`src/rtl/edf_ic_pkg.sv`:
```
// Shared types and helpers for the EDF interrupt controller.
// Latency: none (declarations only).
// Backpressure: not applicable.
package edf_ic_pkg;

  // Claim handshake states: waiting for a winner, requesting the core, in service.
  typedef enum logic [1:0] {
    IDLE   = 2'd0,
    REQ    = 2'd1,
    ACTIVE = 2'd2
  } claim_state_e;

  // ID width for a given number of sources; never narrower than one bit.
  function automatic int unsigned id_width(input int unsigned nr_irqs);
    return (nr_irqs > 2) ? $clog2(nr_irqs) : 1;
  endfunction

endpackage

```
`src/rtl/edf_sat_counter.sv`:
```
// Saturating up-counter with synchronous clear and count enable.
// Latency: count updates one cycle after clr/en are sampled.
// Backpressure: none; holds at all-ones once saturated.
module edf_sat_counter #(
  parameter int unsigned Width = 16
) (
  input  logic             clk,
  input  logic             rst_n,
  input  logic             clr,
  input  logic             en,
  output logic [Width-1:0] count,
  output logic             at_max
);

  logic [Width-1:0] count_q;
  logic [Width-1:0] one;

  assign one    = {{(Width-1){1'b0}}, 1'b1};
  assign at_max = &count_q;
  assign count  = count_q;

  // Clear has priority over counting; stop at all-ones instead of wrapping.
  always_ff @(posedge clk or negedge rst_n) begin
    if (!rst_n) begin
      count_q <= '0;
    end else if (clr) begin
      count_q <= '0;
    end else if (en && !at_max) begin
      count_q <= count_q + one;
    end
  end

endmodule

```
`src/rtl/edf_irq_claim.sv`:
```
// Claim/complete handshake between the EDF priority queue and the core.
// Latency: every output is registered or decoded from state; input effects appear next cycle.
// Backpressure: queue winners are held off while one interrupt is in service (no nesting).
module edf_irq_claim
  import edf_ic_pkg::*;
#(
  parameter  int unsigned NrParIrqs = 2,
  parameter  int unsigned CntWidth  = 16,
  localparam int unsigned IdWidth   = id_width(NrParIrqs)
) (
  input  logic                clk_i,
  input  logic                rst_ni,
  input  logic                irq_valid_i,
  input  logic [IdWidth-1:0]  irq_id_i,
  output logic                pop_o,
  output logic [IdWidth-1:0]  pop_id_o,
  output logic                irq_o,
  output logic [IdWidth-1:0]  irq_id_o,
  input  logic                irq_ack_i,
  output logic                active_o,
  input  logic                complete_i,
  input  logic [IdWidth-1:0]  complete_id_i,
  output logic                err_o,
  output logic [CntWidth-1:0] service_cycles_o
);

  claim_state_e        state_q, state_d;
  logic [IdWidth-1:0]  id_q, id_d;
  logic                pop_q, pop_d;
  logic [IdWidth-1:0]  pop_id_q, pop_id_d;
  logic                err_q, err_d;
  logic [CntWidth-1:0] svc_q, svc_d;

  logic                cnt_clr;
  logic                cnt_en;
  logic [CntWidth-1:0] cnt;
  logic                cnt_max;
  logic [CntWidth-1:0] cnt_one;
  logic                complete_ok;

  assign cnt_one = {{(CntWidth-1){1'b0}}, 1'b1};

  // A completion is legal only while in service and only for the claimed ID.
  assign complete_ok = complete_i && (state_q == ACTIVE) && (complete_id_i == id_q);

  // Service-cycle counter: cleared on claim, runs through every ACTIVE cycle.
  edf_sat_counter #(
    .Width (CntWidth)
  ) u_svc_cnt (
    .clk    (clk_i),
    .rst_n  (rst_ni),
    .clr    (cnt_clr),
    .en     (cnt_en),
    .count  (cnt),
    .at_max (cnt_max)
  );

  // State register.
  always_ff @(posedge clk_i or negedge rst_ni) begin
    if (!rst_ni) begin
      state_q <= IDLE;
    end else begin
      state_q <= state_d;
    end
  end

  // Next-state and next-register decode for the claim handshake.
  always_comb begin
    state_d  = state_q;
    id_d     = id_q;
    pop_d    = 1'b0;
    pop_id_d = pop_id_q;
    svc_d    = svc_q;
    cnt_clr  = 1'b0;
    cnt_en   = 1'b0;
    err_d    = complete_i && !complete_ok;

    unique case (state_q)
      IDLE: begin
        if (irq_valid_i) begin
          id_d    = irq_id_i;
          state_d = REQ;
        end
      end

      REQ: begin
        // Ack beats a same-cycle winner change: the core claimed what it saw.
        if (irq_ack_i) begin
          state_d  = ACTIVE;
          pop_d    = 1'b1;
          pop_id_d = id_q;
          cnt_clr  = 1'b1;
        end else if (!irq_valid_i) begin
          state_d = IDLE;
        end else if (irq_id_i != id_q) begin
          id_d = irq_id_i;
        end
      end

      ACTIVE: begin
        cnt_en = 1'b1;
        // Capture the count including the current ACTIVE cycle, saturated.
        if (complete_ok) begin
          svc_d   = cnt_max ? cnt : (cnt + cnt_one);
          state_d = IDLE;
        end
      end

      default: begin
        state_d = IDLE;
      end
    endcase
  end

  // Datapath registers: latched ID, pop strobe, error strobe, last service time.
  always_ff @(posedge clk_i or negedge rst_ni) begin
    if (!rst_ni) begin
      id_q     <= '0;
      pop_q    <= 1'b0;
      pop_id_q <= '0;
      err_q    <= 1'b0;
      svc_q    <= '0;
    end else begin
      id_q     <= id_d;
      pop_q    <= pop_d;
      pop_id_q <= pop_id_d;
      err_q    <= err_d;
      svc_q    <= svc_d;
    end
  end

  assign irq_o            = (state_q == REQ);
  assign active_o         = (state_q == ACTIVE);
  assign irq_id_o         = id_q;
  assign pop_o            = pop_q;
  assign pop_id_o         = pop_id_q;
  assign err_o            = err_q;
  assign service_cycles_o = svc_q;

endmodule
```
`config.mk`:
```
export PLATFORM = sky130hd
export DESIGN_NAME = edf_irq_claim
export DESIGN_NICKNAME = d
export VERILOG_FILES = /design/src/rtl/edf_ic_pkg.sv /design/src/rtl/edf_sat_counter.sv /design/src/rtl/edf_irq_claim.sv
export SDC_FILE = /design/constraint.sdc
export NUM_CORES = 1
export LEC_CHECK = 0
export ABC_AREA = 1
export ABC_CLOCK_PERIOD_IN_PS = 3280
export BUFFER_PORTS_ARGS = -buffer_cell sky130_fd_sc_hd__buf_2
export CORE_ASPECT_RATIO = 0.8
export CORE_MARGIN = 5
export CORE_UTILIZATION = 50
export CTS_BUF_LIST = sky130_fd_sc_hd__clkbuf_8
export CTS_CLUSTER_DIAMETER = 30
export DETAILED_ROUTE_END_ITERATION = 10
export PLACE_DENSITY = 0.71
export SYNTH_ARGS = -nofsm -noshare
export SYNTH_HDL_FRONTEND = slang
export SYNTH_SLANG_ARGS = --single-unit
```
`constraint.sdc`:
```
create_clock -name clk_i -period 3.28 [get_ports clk_i]
set_input_delay 0.164 -clock clk_i [delete_from_list [all_inputs] [get_ports clk_i]]
set_output_delay 0.164 -clock clk_i [all_outputs]
set_load 0.03 [all_outputs]
```
Word level (Yosys, flattened, before mapping) --
Index checks and enable logic that the tools add are counted.
Word-level totals: flip-flop bits (word level) 38, input port bits 7, logic and storage cells 48
Cells by class: add/sub/neg operators 1, eq/ne operators 10, mux-type cells 16, reduce and logical (&&, ||, !) cells 14
Operators with widths (number):
- $mux W16 | 3
- $add A16 B1 Y16 const B | 1
- $reduce_and A16 Y1 | 1
- $mux W2 | 4
- $mux W1 | 7
- $ne A2 B2 Y1 const B | 3
- $pmux W2 S3 | 1
- $reduce_and A5 Y1 | 1
- $logic_and A1 B1 Y1 | 4
- $ne A2 B1 Y1 const B | 2
- $reduce_and A2 Y1 | 2
- $reduce_bool A2 Y1 | 2
- $ne A3 B2 Y1 const B | 1
- $reduce_and A3 Y1 | 1
- $eq A2 B1 Y1 const B | 1
- $eq A2 B2 Y1 const B | 1
- $logic_not A1 Y1 | 2
- $logic_not A2 Y1 | 1
- $pmux W1 S2 | 1
- $eq A1 B1 Y1 | 1
- $ne A1 B1 Y1 | 1

Longest topological paths before layout --
depth in word-level cells 5, depth in mapped cells 10

Hierarchy --
Synthesis repeated with hierarchy kept, for this count alone.
Second synthesis, totals: cells, all modules 334, area, all modules 2351.0 um^2
By module, submodules not included:
- edf_irq_claim | instances 1, cells each 173, area each 1283.7 um^2
- edf_sat_counter | instances 1, cells each 161, area each 1067.3 um^2

Least setup slack after synthesis --
Ideal clock, no wire load.
path type register to register, from register state_q[1], to register u_svc_cnt.count_q[10] (netlist: u_svc_cnt.count[10]), arrival time 1.550 ns, required time 3.162 ns, slack 1.612 ns, cell stages (with the launch flop) 9, buffers on the path 1, cell sequence dfrtp_1 > inv_1 > nor2_1 > inv_1 > nor2_4 > inv_6 > buf_12 > nand3_1 > nand2_1
Between the ends: word-level cells in the longest chain between the ends 4, elaborated cells on any way between the ends 7
Ends and longest elaborated chain:
- start: declaration | line edf_irq_claim.sv:27 | claim_state_e state_q, state_d;
- start signal: assignment | line edf_irq_claim.sv:63 | state_q <= state_d;
- $eq A2 B2 Y1
- named net active_o | line edf_irq_claim.sv:20 | output logic active_o,
- $mux W1 | line edf_irq_claim.sv:78 | unique case (state_q)
- $logic_and A1 B1 Y1 | line edf_sat_counter.sv:28 | end else if (en && !at_max) begin
- $reduce_bool A2 Y1 (no line)
- end signal: assignment | line edf_sat_counter.sv:29 | count_q <= count_q + one;
- end: declaration | line edf_sat_counter.sv:15 | logic [Width-1:0] count_q;
The timed path passes the listed nets, and every way through them passes these cells. A chain may end at the register's enable or synchronous reset.

Worst setup path after layout --
from register state_q[1], to register svc_q[13] (netlist: service_cycles_o[13])
Between the ends: word-level cells in the longest chain between the ends 4
Ends and longest elaborated chain:
- $eq A2 B2 Y1 (*) | line edf_irq_claim.sv:44, edf_irq_claim.sv:78
- $logic_and A1 B1 Y1 (2 in series) | line edf_irq_claim.sv:44 | assign complete_ok = complete_i && (state_q == ACTIVE) && (complete_id_i == id_q);
- $reduce_and A2 Y1 (no line) (*)
- end signal: assignment | line edf_irq_claim.sv:128 | svc_q <= svc_d;
- end: declaration | line edf_irq_claim.sv:32 | logic [CntWidth-1:0] svc_q, svc_d;
Mark *: on every way between the ends. The rest lies on a longest branch, timed or not.

==> out/metrics.yaml <==
status: "finished clean"
grt_setup_unrepaired: "no"
wl_um: 4250
slew_viol_final: 0
htree_num_levels: 2
io_pins: 29
reg2reg_depth: 7
ant_nets: 0
drive_gt1_frac: 0.168
nFillCells: 380
finalCriticalPeriod_ps: 2000
portBuffers: 28
r2r-end: "service_cycles_o[13]"
antenna_found_initial: 0
p_seq_frac: 0.401
via_per_inst: 4.94
die_w_um: 80.6
die_area_um2: 5360
cp_cell_sequence: "inv_1 > nor2_1 > nand3_1 > inv_1 > nand2_1 > nor2_1 > nor2_1"
area_delta_synth_final_pct: 14.2
whs_endpoint: "err_o"
crit_top_cell: "nor2_1"
max_stage_delay_ps: 560
critPathKind: "reg -> reg"
antennaDiodeCount: 0
critPathBufInv: 2
timing.final.hold_violations: 0
max_cap_violations: 0
die_y_um: 66.5
place_congestion: 0.824
setup_viol: 0
cp.required_ps: 3460
clk_pin_slew_worst_paths_ps: 70
initial_core_util: 0.521
swShare: 0.434
clock.fmax_mhz: 501
ys_types: 24
grt_max_degree: 39
cts_tree: "yes"
fin_skew_ps: 6.00
seq_area_frac_synth: 0.477
whs_path_depth: 3
worst_pin_slew_ps: 836
power_switching_uw: 866
final_util: 0.595
avgSynthCellArea_um2: 7.76
netlist_instances: 257
p_leak_nw: 1.22
fin_crit_sh: 0.608
slew_headroom: 0.442
p_int_mw: 1.13
p_per_area_nw_per_um2: 877
postCtsSetupBuffers: 0
finalSetupTns_ps: 0
cts_buffers: 5
min-delay-start: "complete_i"
r2r-start: "state_q[1]"
min-delay-path-class: "in -> reg"
rows: 20
cts_root_buffer: "clkbuf_8"
coreArea_um2: 3830
ctsLongestPathBuffers: 2
ir_drop_v: 0.000375
synth_warnings: 0
cpMaxStageDelayCell: "inv_1"
worstPathMaxFanout: 21
grt_pass1_wl_um: 7420
pwr-share-clk: 0.199
layout.nets: 294
grt_use_total: 0.183
start_kind: "flop"
routedWlPerCell_um: 12.5
num_vias: 1685
critPathCaptureType: "flop"
drc: 0
cp.depth: 7
r2r_setup_slack_ps: 1280
syn_area_um2: 1990
grt.overflow.total: 0
worstSkewPairLatency_ps: 290
combPwrFrac: 0.399
drt_iter0_drc: 142
syn_nets: 265
grt_pass1_vias: 1594
first_pass_iters: 4
path_delay_family: "simple AND/OR/NAND/NOR gates"
ys_ff_latch: 38
dp_hpwl_um: 3030
clock_sinks: 38
arrival_ps: 2180
[stage by stage]
stage          hold slack [ps]  area (um^2)  std cells  power, mW  setup slack (ps)
5_1_grt                    104         2280        341       2.15               961
2_1_floorplan             -132         1990        257       1.39              1610
6_report                  94.3         2280        341       2.00              1280
4_1_cts                   87.2         2280        341       2.01              1260
3_5_place_dp               311         2150        333       1.61              1270
3_3_place_gp               311         2150        333       1.59              1320
[state kept, by name, indices dropped and copies added, names as in the netlist]
register / count
err_o: 1
irq_id_o: 1
pop_id_o: 1
pop_o: 1
service_cycles_o: 16
state_q: 2
u_svc_cnt.count: 16
[layer usage]
| metal | track usage | part of all wire |
|---|---|---|
| met5 | 0 | 0 |
| met4 | 0.0696 | 0.016 |
| met3 | 0.0405 | 0.058 |
| met2 | 0.265 | 0.41 |
| met1 | 0.264 | 0.51 |
[tightest hold or removal path, stage by stage]
cell	delay, ps
buf_2	110
inv_1	40
nor2_1	40
[area by class of cell]
type / instances / area [um^2] / share of cell area
inverters: 22 / 87.6 / 0.0385
repair buffers: 29 / 150 / 0.0659
flip-flops and latches: 38 / 951 / 0.418
clock buffers: 6 / 82.6 / 0.0363
multi-input cells: 190 / 907 / 0.398
well taps: 55 / 68.8 / 0.0302
clock inverters: 1 / 30.0 / 0.0132
[placed cells by master (no fill, tap or decap), drive strengths merged, types with 5 or more instances in the layout]
cell type / n
nand2: 95
clkbuf: 6
buf: 28
nand4: 5
o21ai: 9
dfrtp: 38
nor2: 37
nand3: 27
inv: 22
xor2: 6
[cell usage after synthesis]
cell	instances	area share
inv_1	21	0.040
nand2_2	3	0.0094
nor2_8	1	0.010
nand3_1	24	0.060
a31oi_1	2	0.0063
nor2_2	2	0.0063
a21oi_1	2	0.0050
nor2_1	31	0.058
inv_6	1	0.0044
ha_1	1	0.0063
clkbuf_1	2	0.0038
xor2_1	6	0.026
nand3b_1	2	0.0075
dfrtp_1	38	0.48
nand2_1	92	0.17
nand4_1	5	0.016
buf_2	4	0.010
o21ai_0	9	0.023
nor2_4	3	0.017
xnor2_1	2	0.0088
buf_12	1	0.010
nand2b_1	1	0.0031
o21bai_1	1	0.0038
nand3_2	3	0.015
[worst max path at each step]
stage	from	endpoint	slack (ps)
after floorplan	state_q[1]	u_svc_cnt.count[10]	1610
after global routing	state_q[1]	service_cycles_o[14]	960
after global placement	state_q[1]	service_cycles_o[13]	1320
after detailed placement	state_q[1]	service_cycles_o[13]	1270
after CTS	state_q[1]	service_cycles_o[13]	1260
final	state_q[1]	service_cycles_o[13]	1280
[cell families (layout without fill, tap and decap cells)]
group | after synthesis | after routing | share of synthesized area
flops | 38 | 38 | 0.477
simple gates | 167 | 167 | 0.376
fa+ha+maj | 1 | 1 | 0.00628
compound gates | 14 | 14 | 0.0377
buf+inv | 29 | 58 | 0.0678
xor+xnor | 8 | 8 | 0.0352
[power by group through the flow]
stage | clock network (mW) | logic (mW) | registers [mW]
after floorplan | 0 | 0.409 | 0.982
after global placement | 0 | 0.791 | 0.802
after detailed placement | 0 | 0.800 | 0.806
after CTS | 0.407 | 0.805 | 0.799
after global routing | 0.433 | 0.886 | 0.827
final | 0.398 | 0.798 | 0.802
[what timing repair did]
item / in CTS / in global routing
hold buffers: 1 / 0
setup endpoints to repair: 0 / 0
endpoints found under the hold margin: 38 / 0
resized for setup: 0 / 0
Note: power is estimated with default switching activity, not from simulation.
